==> config.mk <==
export PLATFORM = sky130hd
export DESIGN_NAME = ssd1331_spi_tx_arbiter
export DESIGN_NICKNAME = d
export VERILOG_FILES = /design/src/rtl/ssd1331_spi_pkg.sv /design/src/rtl/spi_rr_arb2.sv /design/src/rtl/ssd1331_spi_tx_arbiter.sv
export SDC_FILE = /design/constraint.sdc
export NUM_CORES = 1
export LEC_CHECK = 0
export ABC_AREA = 1
export CORE_MARGIN = 2
export CORE_UTILIZATION = 42
export DETAILED_ROUTE_END_ITERATION = 8
export PLACE_DENSITY = 0.86
export SYNTH_ARGS = -nofsm -noshare
export SYNTH_HDL_FRONTEND = slang
export SYNTH_HIERARCHICAL = 1
export SYNTH_SLANG_ARGS = --single-unit
==> constraint.sdc <==
create_clock -name i_SCK -period 3.9 [get_ports i_SCK]
set_input_delay 0.585 -clock i_SCK [delete_from_list [all_inputs] [get_ports i_SCK]]
set_output_delay 0.585 -clock i_SCK [all_outputs]
set_load 0.02 [all_outputs]
==> src/rtl/ssd1331_spi_pkg.sv <==
// Shared types and helpers for the SSD1331 SPI transmit arbiter slice.
package ssd1331_spi_pkg;

  localparam int LEN_W = 5;

  typedef enum logic [2:0] {
    ST_IDLE,
    ST_LOAD,
    ST_START,
    ST_WAIT,
    ST_GAP
  } tx_state_t;

  // cap must be representable in LEN_W bits (buffer depth of at most 31)
  function automatic logic [LEN_W-1:0] clamp_len(input logic [LEN_W-1:0] len,
                                                 input int unsigned      cap);
    logic [LEN_W-1:0] cap_w;
    cap_w = LEN_W'(cap);
    return (len > cap_w) ? cap_w : len;
  endfunction

endpackage

==> src/rtl/spi_rr_arb2.sv <==
// Two-way round-robin arbiter: registered favour pointer, combinational grant.
module spi_rr_arb2 (
  input  logic       clk,
  input  logic       rst,
  input  logic [1:0] req,
  input  logic       advance,
  output logic       valid,
  output logic       idx
);

  logic favour;

  always_comb begin
    valid = |req;
    idx   = 1'b0;
    if (req == 2'b11) begin
      idx = favour;
    end else begin
      idx = req[1];
    end
  end

  // After a grant, the other requester is favoured on the next tie.
  always_ff @(posedge clk) begin
    if (rst) begin
      favour <= 1'b0;
    end else if (advance && valid) begin
      favour <= ~idx;
    end
  end

endmodule

==> src/rtl/ssd1331_spi_tx_arbiter.sv <==
// Shares one SPI MOSI buffer between an init sequencer (A) and a draw engine (B),
// with a CS-high gap after every packet and a watchdog on stuck transfers.
module ssd1331_spi_tx_arbiter
  import ssd1331_spi_pkg::*;
#(
  parameter int WIDTH      = 8,
  parameter int N          = 8,
  parameter int GAP_CYCLES = 4,
  parameter int TIMEOUT    = 1024
) (
  input  logic               i_SCK,
  input  logic               i_RST,
  input  logic               i_REQ_A,
  input  logic [WIDTH*N-1:0] i_DATA_A,
  input  logic [N-1:0]       i_DC_A,
  input  logic [LEN_W-1:0]   i_LEN_A,
  output logic               o_ACK_A,
  output logic               o_DONE_A,
  input  logic               i_REQ_B,
  input  logic [WIDTH*N-1:0] i_DATA_B,
  input  logic [N-1:0]       i_DC_B,
  input  logic [LEN_W-1:0]   i_LEN_B,
  output logic               o_ACK_B,
  output logic               o_DONE_B,
  output logic [WIDTH*N-1:0] o_BUF_DATA,
  output logic [N-1:0]       o_BUF_DC,
  output logic [LEN_W-1:0]   o_BUF_N,
  output logic               o_BUF_START,
  input  logic               i_BUF_FINAL_BYTE,
  output logic               o_GRANT,
  output logic               o_BUSY,
  output logic               o_ERR
);

  localparam int WD_W  = $clog2(TIMEOUT + 1);
  localparam int GAP_W = $clog2(GAP_CYCLES + 1);

  tx_state_t        state;
  logic [WD_W-1:0]  wd_cnt;
  logic [GAP_W-1:0] gap_cnt;
  logic             arb_valid;
  logic             arb_idx;

  spi_rr_arb2 u_arb (
    .clk     (i_SCK),
    .rst     (i_RST),
    .req     ({i_REQ_B, i_REQ_A}),
    .advance (state == ST_IDLE),
    .valid   (arb_valid),
    .idx     (arb_idx)
  );

  always_ff @(posedge i_SCK) begin
    if (i_RST) begin
      state       <= ST_IDLE;
      wd_cnt      <= '0;
      gap_cnt     <= '0;
      o_ACK_A     <= 1'b0;
      o_ACK_B     <= 1'b0;
      o_DONE_A    <= 1'b0;
      o_DONE_B    <= 1'b0;
      o_BUF_DATA  <= '0;
      o_BUF_DC    <= '0;
      o_BUF_N     <= '0;
      o_BUF_START <= 1'b0;
      o_GRANT     <= 1'b0;
      o_BUSY      <= 1'b0;
      o_ERR       <= 1'b0;
    end else begin
      o_ACK_A     <= 1'b0;
      o_ACK_B     <= 1'b0;
      o_DONE_A    <= 1'b0;
      o_DONE_B    <= 1'b0;
      o_BUF_START <= 1'b0;
      case (state)
        ST_IDLE: begin
          // The latch and ACK happen on this edge, so ACK is visible during LOAD.
          if (arb_valid) begin
            o_GRANT <= arb_idx;
            o_BUSY  <= 1'b1;
            if (arb_idx) begin
              o_BUF_DATA <= i_DATA_B;
              o_BUF_DC   <= i_DC_B;
              o_BUF_N    <= clamp_len(i_LEN_B, N);
              o_ACK_B    <= 1'b1;
            end else begin
              o_BUF_DATA <= i_DATA_A;
              o_BUF_DC   <= i_DC_A;
              o_BUF_N    <= clamp_len(i_LEN_A, N);
              o_ACK_A    <= 1'b1;
            end
            state <= ST_LOAD;
          end
        end
        ST_LOAD: begin
          if (o_BUF_N == '0) begin
            o_DONE_A <= ~o_GRANT;
            o_DONE_B <= o_GRANT;
            gap_cnt  <= '0;
            state    <= ST_GAP;
          end else begin
            o_BUF_START <= 1'b1;
            state       <= ST_START;
          end
        end
        ST_START: begin
          wd_cnt <= '0;
          state  <= ST_WAIT;
        end
        ST_WAIT: begin
          if (i_BUF_FINAL_BYTE || (wd_cnt == WD_W'(TIMEOUT - 1))) begin
            o_ERR    <= o_ERR | ~i_BUF_FINAL_BYTE;
            o_DONE_A <= ~o_GRANT;
            o_DONE_B <= o_GRANT;
            gap_cnt  <= '0;
            state    <= ST_GAP;
          end else begin
            wd_cnt <= wd_cnt + 1'b1;
          end
        end
        ST_GAP: begin
          // The DONE cycle is not counted as CS-high time, hence GAP_CYCLES+1 cycles here.
          if (gap_cnt == GAP_W'(GAP_CYCLES)) begin
            o_BUSY <= 1'b0;
            state  <= ST_IDLE;
          end else begin
            gap_cnt <= gap_cnt + 1'b1;
          end
        end
        default: begin
          o_BUSY <= 1'b0;
          state  <= ST_IDLE;
        end
      endcase
    end
  end

endmodule

==> impl_metrics.json, run 1 <==
{
  "irDropWorstVdd_mv": 0.348,
  "pwr-share-comb_pct": 47.8,
  "synthTopCellsByArea": "dfxtp_1 47%, nand3_1 20%, nand2_1 17%",
  "setup_viol_count_final": 0,
  "finalCritPeriodShare_pct": 68.9,
  "syn-num-nets": 782,
  "drv_cap": 0,
  "rsz0062_at_grt": "false",
  "synth_top_cell_area_share_pct": 46.9,
  "p_seq_share_pct": 36.1,
  "n_antenna_cell": 0,
  "synth.avg_cell_area_um2": 7.09,
  "cellPowerDensity_nw_per_um2": 622,
  "port_buffers": 243,
  "cts.htree.levels": 3,
  "yosysWarnings": 6,
  "ys.flop_type": "dfxtp_1",
  "insertion_delay_ns": 0.36,
  "cp.arrival_ns": 2.98,
  "drt-total-wl_um": 14500,
  "clockBufferDepth": 2,
  "fill_cells": 817,
  "yosys.area.top_type": "dfxtp_1",
  "cts.clk_slew.worst_paths_ns": 0.10,
  "grt_usage_pct": 25.0,
  "syn_area_um2": 4400,
  "drt_iter0_drc": 283,
  "grt_first_pass_wirelength_um": 22800,
  "cts_tree": "yes",
  "path_class": "input port to register",
  "row_count": 37,
  "tightest_slew_ns": 0.967,
  "intPower_mw": 2.66,
  "cellLeakagePower_nw": 2.90,
  "postCtsSetupBuffers": 0,
  "synthArstFlopShare_pct": 0,
  "synth_cell_type_count": 30,
  "numClockSinks": 103,
  "finClkSkew_ns": 0.00685,
  "antenna_left": 0,
  "fin_ws_ns": 1.21,
  "swShare_pct": 39.9,
  "start_util_pct": 43.0,
  "nets": 1006,
  "cts-root-buf": "clkbuf_8",
  "hold_class": "register to register",
  "die-area_um2": 11300,
  "wl_per_cell_um": 14.7,
  "seq_area_frac_synth_pct": 46.9,
  "viasPerCell": 5.13,
  "cts_resized": 0,
  "drive_gt1_share_pct": 3.89,
  "cp_max_fo": 73,
  "preCtsSetupSlack_ns": 0.851,
  "layout_commonest_cell": "clkdlybuf4s50_1",
  "core-area_um2": 10200,
  "wl_met3_um": 1150,
  "grt_max_degree": 76,
  "start_kind": "input port",
  "first_pass_iters": 6,
  "fin_setup_tns_ns": 0,
  "dp_hpwl_um": 10700,
  "fmax_ghz": 0.372,
  "clkPwrFrac_pct": 16.1,
  "grt_overflow_total": 0,
  "met1Wirelength_um": 5590,
  "slew_headroom_pct": 35.5,
  "final_cell_mix": "243 x clkdlybuf4s50_1, 197 x nand2_1, 172 x nand3_1",
  "placedCellCount": 969,
  "p_sw_mw": 1.76,
  "cts_buffers": 9,
  "die_y_um": 106,
  "post-route-drc-count": 0,
  "top_layer": "met4",
  "period_minus_slack_ns": 2.69,
  "postCtsHoldBufs": 0,
  "vias": 5053,
  "fin_cells": 985,
  "area_growth_pct": 61.4,
  "hold_violations": 0,
  "end_kind": "register",
  "worstPathRequired_ns": 4.20,
  "slew_viol_final": 0,
  "synth-seq-cells": 103,
  "syn_inst": 620,
  "place_congestion": 0.859,
  "wl_met2_um": 7440,
  "grt_pass1_vias": 4838,
  "status": "completed",
  "antenna_found_initial": 0,
  "io_pins": 244,
  "die_x_um": 106,
  "synth_edf_count": 0
}
[through the flow]
stage          area, um2  hold WS (ns)  total power [mW]  utilization (%)
2_1_floorplan       4400         0.461              2.74                -
3_3_place_gp        6880         0.444              3.66             67.2
3_5_place_dp        6880         0.450              3.73             67.2
4_1_cts             7100         0.467              4.45             69.4
5_1_grt             7100         0.485              4.70             69.4
6_report            7100         0.460              4.42             69.4
[final timing paths]
path	from	end	slack (ns)	depth (start not counted)
worst max-delay path	i_RST	o_BUF_DATA[59]	1.21	7
worst min-delay path	o_GRANT	o_DONE_A	0.46	1
worst max register to register	state[2]	o_BUF_DATA[59]	1.77	9
worst min register to register	o_GRANT	o_DONE_A	0.46	1
[cell usage after synthesis, types with 2 or more instances]
cell,number
a21oi_1,15
a31oi_1,3
buf_1,4
buf_2,10
buf_4,8
clkbuf_1,13
dfxtp_1,103
ha_1,3
inv_1,25
inv_2,4
nand2_1,198
nand3_1,172
nand4_1,2
nor2_1,32
nor3_1,4
o21ai_0,10
[registers in the layout (all words and copies together) (netlist names), 3 cells and up]
| register | count |
|---|---|
| o_BUF_N | 5 |
| o_BUF_DATA | 64 |
| gap_cnt | 3 |
| wd_cnt | 11 |
| state | 3 |
| o_BUF_DC | 8 |
[final cells by class]
cell class	instances	area [um2]	area share, %
Clock inverter	4	52.6	0.740
Multi-Input combinational cell	452	2050	28.9
Tap cell	136	170	2.40
Sequential cell	103	2060	29.1
Clock buffer	12	165	2.33
Inverter	30	113	1.59
Timing Repair Buffer	248	2480	35.0
[critical path, cell delays in order]
cell             delay [ns]
clkdlybuf4s50_1        0.69
inv_2                  0.14
buf_4                  0.33
nand2_2                0.17
nor2_8                 0.73
nand2_1                0.15
nand3_1                0.14
[power by group through the flow]
stage	logic [mW]	registers, mW	clock network, mW
after global routing	2.28	1.64	0.787
after floorplan	0.776	1.96	0
final	2.11	1.59	0.711
after CTS	2.13	1.59	0.730
after detailed placement	2.12	1.61	0
after global placement	2.07	1.59	0
[cells by family after synthesis]
| kind of cell | after synthesis | share of synthesized area [%] |
|---|---|---|
| AO/OA/AOI/OAI | 32 | 3.98 |
| adder cells (fa/ha/maj) | 3 | 0.854 |
| flip-flops | 103 | 46.9 |
| buffers and inverters | 65 | 6.51 |
| AND/OR/NAND/NOR | 415 | 41.4 |
| XOR/XNOR | 2 | 0.398 |
[routing by layer]
layer / vias up / track usage (%)
met1: 2327 / 28.3
met3: 23 / 7.36
met5: - / 0
met2: 223 / 45.3
met4: 0 / 7.05
li1: 2480 / -
Note: power is estimated with default switching activity, not from simulation.
==> run 2, diff against run 1 <==
Settings changed: CORE_UTILIZATION 42 to 39, PLACE_DENSITY 0.86 to 0.81.
Clock period 3.9 ns to 2.6 ns, I/O delays scaled along.
==> run 2 against run 1 <==
Net effect:
- clock power up 90%
- via count shrank 0.20%
- register-to-register slack lost 1.0 ns
- critical path type is now register to register
==> impl_metrics.json, run 2 (synthesized netlist as in run 1, its figures left out) <==
{
  "place_congestion": 0.862,
  "hold_class": "register to register",
  "rsz0062_at_grt": "false",
  "postCtsSetupBuffers": 0,
  "n_antenna_cell": 0,
  "irDropWorstVdd_mv": 0.501,
  "path_class": "register to register",
  "hold_violations": 0,
  "row_count": 38,
  "clockBufferDepth": 2,
  "drt_iter0_drc": 260,
  "crit_cells": 9,
  "cellLeakagePower_nw": 2.97,
  "dp_hpwl_um": 10700,
  "timing.rr.start": "wd_cnt[0]",
  "grt_pass1_vias": 4684,
  "worst-path-buf-inv": 1,
  "cellPowerDensity_nw_per_um2": 962,
  "rr_endpoint": "gap_cnt[0]",
  "status": "completed",
  "slowest_stage": "dfxtp_1",
  "core-area_um2": 10900,
  "insertion_delay_ns": 0.34,
  "cts.clk_slew.worst_paths_ns": 0.07,
  "cts_buffers": 9,
  "drv_cap": 0,
  "area_growth_pct": 64.4,
  "vias": 5043,
  "reg2reg_depth": 9,
  "largestRegisters": "o_BUF_DATA: 64 flops, wd_cnt: 11 flops, o_BUF_DC: 8 flops",
  "fin_cells": 995,
  "top_register": "o_BUF_DATA",
  "cts.htree.levels": 3,
  "grt_usage_pct": 22.6,
  "antenna_left": 0,
  "postCtsHoldBufs": 0,
  "final_cell_mix": "243 x clkdlybuf4s50_1, 197 x nand2_1, 172 x nand3_1",
  "placedCellCount": 979,
  "path_cells": "ha_1 -> nand2_1 -> nor2_1 -> nand3_1 -> nand2_1 -> buf_4 -> nand3_1 -> a21oi_1 -> nor2_1",
  "io_pins": 244,
  "start_util_pct": 40.2,
  "grt_max_degree": 58,
  "finalCritPeriodShare_pct": 70.5,
  "start_kind": "register",
  "drt-total-wl_um": 14500,
  "cts_tree": "yes",
  "port_buffers": 243,
  "die_x_um": 110,
  "tightest_slew_ns": 0.615,
  "min_from": "o_GRANT",
  "end_kind": "register",
  "die_y_um": 110,
  "largest_register_ffs": 64,
  "nets": 1012,
  "finClkSkew_ns": 0.00947,
  "worstPathRequired_ns": 2.82,
  "startpoint": "wd_cnt[0]",
  "layout_commonest_cell": "clkdlybuf4s50_1",
  "viasPerCell": 5.07,
  "slew_headroom_pct": 59.0,
  "crit_family": "simple AND/OR/NAND/NOR gates",
  "drive_gt1_share_pct": 4.44,
  "post-route-drc-count": 0,
  "grt_overflow_total": 0,
  "die-area_um2": 12100,
  "cp_max_fo": 11,
  "first_pass_iters": 4,
  "antenna_found_initial": 0,
  "cts-root-buf": "clkbuf_16",
  "cp.arrival_ns": 2.06,
  "numClockSinks": 103,
  "fmax_ghz": 0.546,
  "wl_per_cell_um": 14.6,
  "r2r_slack_ns": 0.77,
  "period_minus_slack_ns": 1.83,
  "fill_cells": 926,
  "fin_setup_tns_ns": 0,
  "slew_viol_final": 0,
  "max_stage_delay_ns": 0.43,
  "setup_viol_count_final": 0,
  "grt_first_pass_wirelength_um": 21500,
  "cts_resized": 0,
  "endpoint": "gap_cnt[0]"
}
[run 2: worst register-to-register path, cell delays in order (launching register included)]
cell and delay, ns:
dfxtp_1 0.43, ha_1 0.22, nand2_1 0.09, nor2_1 0.14, nand3_1 0.09, nand2_1 0.10, buf_4 0.18, nand3_1 0.20
a21oi_1 0.20, nor2_1 0.06
[run 2: where the power goes]
| group | switching, mW | total [mW] | internal [mW] | leakage (nW) |
|---|---|---|---|---|
| clock network | 0.580 | 1.35 | 0.773 | 0.146 |
| logic | 1.82 | 3.22 | 1.40 | 1.98 |
| registers | 0.293 | 2.38 | 2.09 | 0.845 |
| total | 2.69 | 6.96 | 4.27 | 2.97 |
[run 2: how the worst min path moves through the flow]
stage / to / slack (ns) / cells after the start
5_1_grt: o_DONE_A / 0.48 / 1
6_report: o_DONE_A / 0.45 / 1
3_5_place_dp: o_DONE_A / 0.44 / 1
3_3_place_gp: o_DONE_A / 0.44 / 1
4_1_cts: o_DONE_A / 0.45 / 1
2_1_floorplan: u_arb/favour / 0.45 / 1
[run 2: layer usage]
metal	part of all wire, %	vias up	global-route usage, %	wire [um]
li1	-	2494	-	-
met1	38	2304	25.0	5460
met2	51	217	39.7	7330
met3	8.8	28	6.41	1280
met4	2.8	0	10.6	411
met5	0	-	0	0
[run 2: cell type report]
cell class | instances | area [um2] | share of cell area, %
Timing Repair Buffer | 254 | 2530 | 35.0
Sequential cell | 103 | 2060 | 28.5
Multi-Input combinational cell | 452 | 2050 | 28.4
Clock buffer | 11 | 243 | 3.36
Tap cell | 140 | 175 | 2.42
Inverter | 30 | 113 | 1.56
Clock inverter | 5 | 56.3 | 0.779
[run 2: stage by stage]
step	worst slack, ns	area [um2]	utilization [%]	hold WS (ns)	power, mW
after detailed placement	0.481	6930	63.4	0.444	5.64
after global routing	0.609	7230	66.1	0.475	7.36
after global placement	0.565	6930	63.4	0.436	5.55
after CTS	0.810	7230	66.1	0.453	7.01
after floorplan	1.09	4400	-	0.452	4.11
final	0.767	7230	66.1	0.452	6.96
==> run 3, diff against run 2 <==
Settings changed: CORE_UTILIZATION 39 to 35, PLACE_DENSITY 0.81 to 0.77.
Clock period 2.6 ns to 1.5 ns, I/O delays scaled along.
==> run 3 against run 2 <==
Net effect:
- the flow now finishes with violations (setup timing)
- total power is 99% higher
- sequential share of layout area is 5.3 points lower
- global-route usage is 2.6 points higher
- via count is 7.6% higher
- sequential cell count is the same
- non-clock buffer count up 63
- combinational power rose by 120%
- worst setup slack worse by 0.86 ns
- critical path depth increased by 5
- utilization increased by 7.1 points
- critical endpoint is now o_BUF_DC[5]
- largest cell class unchanged
==> impl_metrics.json, run 3 (synthesized netlist as in run 1, its figures left out) <==
{
  "status": "complete, but fails checks",
  "violations": "setup timing",
  "insertion_delay_ns": 0.35,
  "clockBufferDepth": 2,
  "nets": 1078,
  "hold_depth": 4,
  "grt_overflow_total": 0,
  "p_seq_share_pct": 29.6,
  "largest_register_ffs": 64,
  "holdWs_ns": 0.311,
  "dp_hpwl_um": 10500,
  "start_kind": "register",
  "preCtsSetupSlack_ns": -0.652,
  "tightest_slew_ns": 0.366,
  "die-area_um2": 13500,
  "clkPwrFrac_pct": 18.3,
  "r2r_slack_ns": -0.09,
  "fmax_ghz": 0.629,
  "swShare_pct": 40.4,
  "rr_endpoint": "o_BUF_DC[5]",
  "post-route-drc-count": 0,
  "layout_commonest_cell": "clkdlybuf4s50_1",
  "hold_violations": 0,
  "finClkSkew_ns": 0.00933,
  "path_class": "register to register",
  "hold_class": "input port to register",
  "setup_viol_count_final": 44,
  "drt_iter0_drc": 245,
  "grt_first_pass_wirelength_um": 25600,
  "cellPowerDensity_nw_per_um2": 1550,
  "fin_setup_tns_ns": -1.64,
  "grt_pass1_vias": 5014,
  "drt-total-wl_um": 18500,
  "area_growth_pct": 103,
  "min_from": "i_REQ_B",
  "period_minus_slack_ns": 1.59,
  "core-area_um2": 12200,
  "io_pins": 244,
  "antenna_left": 0,
  "finalCritPeriodShare_pct": 106,
  "cp_max_fo": 5,
  "end_kind": "register",
  "worstPathRequired_ns": 1.79,
  "irDropWorstVdd_mv": 1.13,
  "reg2reg_depth": 14,
  "grt_usage_pct": 25.1,
  "start_util_pct": 36.2,
  "max_stage_delay_ns": 0.34,
  "path_cells": "nor2_4 -> inv_2 -> nor2_4 -> nand2_2 -> inv_2 -> buf_6 -> nand3_4 -> inv_4 -> buf_6 -> buf_8 -> buf_12 -> buf_16 -> nand2_4 -> nand3_2",
  "grt_max_degree": 76,
  "cts.htree.levels": 3,
  "fill_cells": 954,
  "port_buffers": 243,
  "die_y_um": 116,
  "antenna_found_initial": 0,
  "row_count": 40,
  "cts_buffers": 9,
  "cts.clk_slew.worst_paths_ns": 0.07,
  "place_congestion": 0.812,
  "postCtsHoldBufs": 0,
  "drv_cap": 0,
  "p_sw_mw": 5.59,
  "n_antenna_cell": 0,
  "pwr-share-comb_pct": 52.1,
  "cp.arrival_ns": 1.88,
  "largestRegisters": "o_BUF_DATA: 64 flops, wd_cnt: 11 flops, o_BUF_DC: 8 flops",
  "viasPerCell": 4.99,
  "intPower_mw": 8.25,
  "timing.rr.start": "state[2]",
  "cts-root-buf": "clkbuf_16",
  "drive_gt1_share_pct": 26.4,
  "vias": 5427,
  "slew_viol_final": 0,
  "fin_ws_ns": -0.0897,
  "rsz0062_at_grt": "true",
  "cellLeakagePower_nw": 4.62,
  "wl_per_cell_um": 17.0,
  "top_register": "o_BUF_DATA",
  "slowest_stage": "dfxtp_2",
  "slew_headroom_pct": 75.6,
  "final_cell_mix": "156 x clkdlybuf4s50_1, 132 x nand2_1, 115 x nand3_1",
  "numClockSinks": 103,
  "cts_tree": "yes",
  "die_x_um": 116,
  "hold_end": "u_arb/favour",
  "first_pass_iters": 4
}
## run 3: changes by cell type in the layout (fill, tap and decap cells not counted), moves of 16 or more
cell	before	now
dlygate4sd2_1	0	84
nand2_1	197	132
nand3_1	172	115
buf_6	0	16
clkdlybuf4s50_1	243	156
nand2_4	0	56
nand3_2	0	55
buf_4	10	34
## run 3: final cells by class
cell class	count	area (um2)	area share (%)
clock inverter	3	67.6	0.759
sequential	103	2070	23.2
inverter	30	120	1.35
tap	168	210	2.36
clock buffer	12	246	2.77
timing repair buffer	317	3280	36.8
multi-input combinational	455	2920	32.8
## run 3: worst max path at each step
stage / start / to / slack [ns] / cells after the start
5_1_grt: state[2] / o_BUF_DATA[59] / -0.19 / 14
2_1_floorplan: u_arb/favour / o_BUF_DATA[0] / 0.05 / 8
4_1_cts: state[0] / o_BUF_DATA[11] / -0.12 / 14
6_report: state[2] / o_BUF_DC[5] / -0.09 / 14
3_5_place_dp: i_REQ_B / o_BUF_DATA[23] / -0.65 / 8
3_3_place_gp: i_REQ_B / o_BUF_DATA[44] / -0.61 / 8
## run 3: worst max-delay path, delay by kind of cell, from the launching register on
kind          cells  cell delay (ns)
buf+inv           8             0.74
simple gates      6             0.45
flops             1             0.34
## run 3: what timing repair did
item,4_1_cts,5_1_grt
gates resized for setup,193,151
endpoints found under the setup margin,175,96
gates cloned,13,1
pin swaps,8,20
buffers inserted,26,8
## run 3: through the flow
stage	total power, mW	instance area (um2)	std cells	util (%)
finish	13.8	8910	1088	73.2
global route	14.6	8910	1088	73.2
CTS	13.2	8370	1085	68.8
detailed placement	10.0	7170	1033	59.0
global placement	9.96	7170	1033	59.0
floorplan	7.13	4400	620	-
## run 3: per-layer routing
metal / wire length (um) / GRT usage (%) / share of wire, %
met5: 0 / 0 / 0
met3: 1490 / 7.52 / 8.0
met2: 9500 / 45.4 / 51
met4: 648 / 10.6 / 3.5
met1: 6860 / 27.4 / 37
## run 3: power groups by stage
stage          combinational, mW  sequential [mW]  clock (mW)
6_report                    7.21             4.10        2.54
3_5_place_dp                5.89             4.14           0
3_3_place_gp                5.86             4.10           0
4_1_cts                     6.60             4.06        2.56
5_1_grt                     7.69             4.19        2.67
2_1_floorplan               2.02             5.11           0
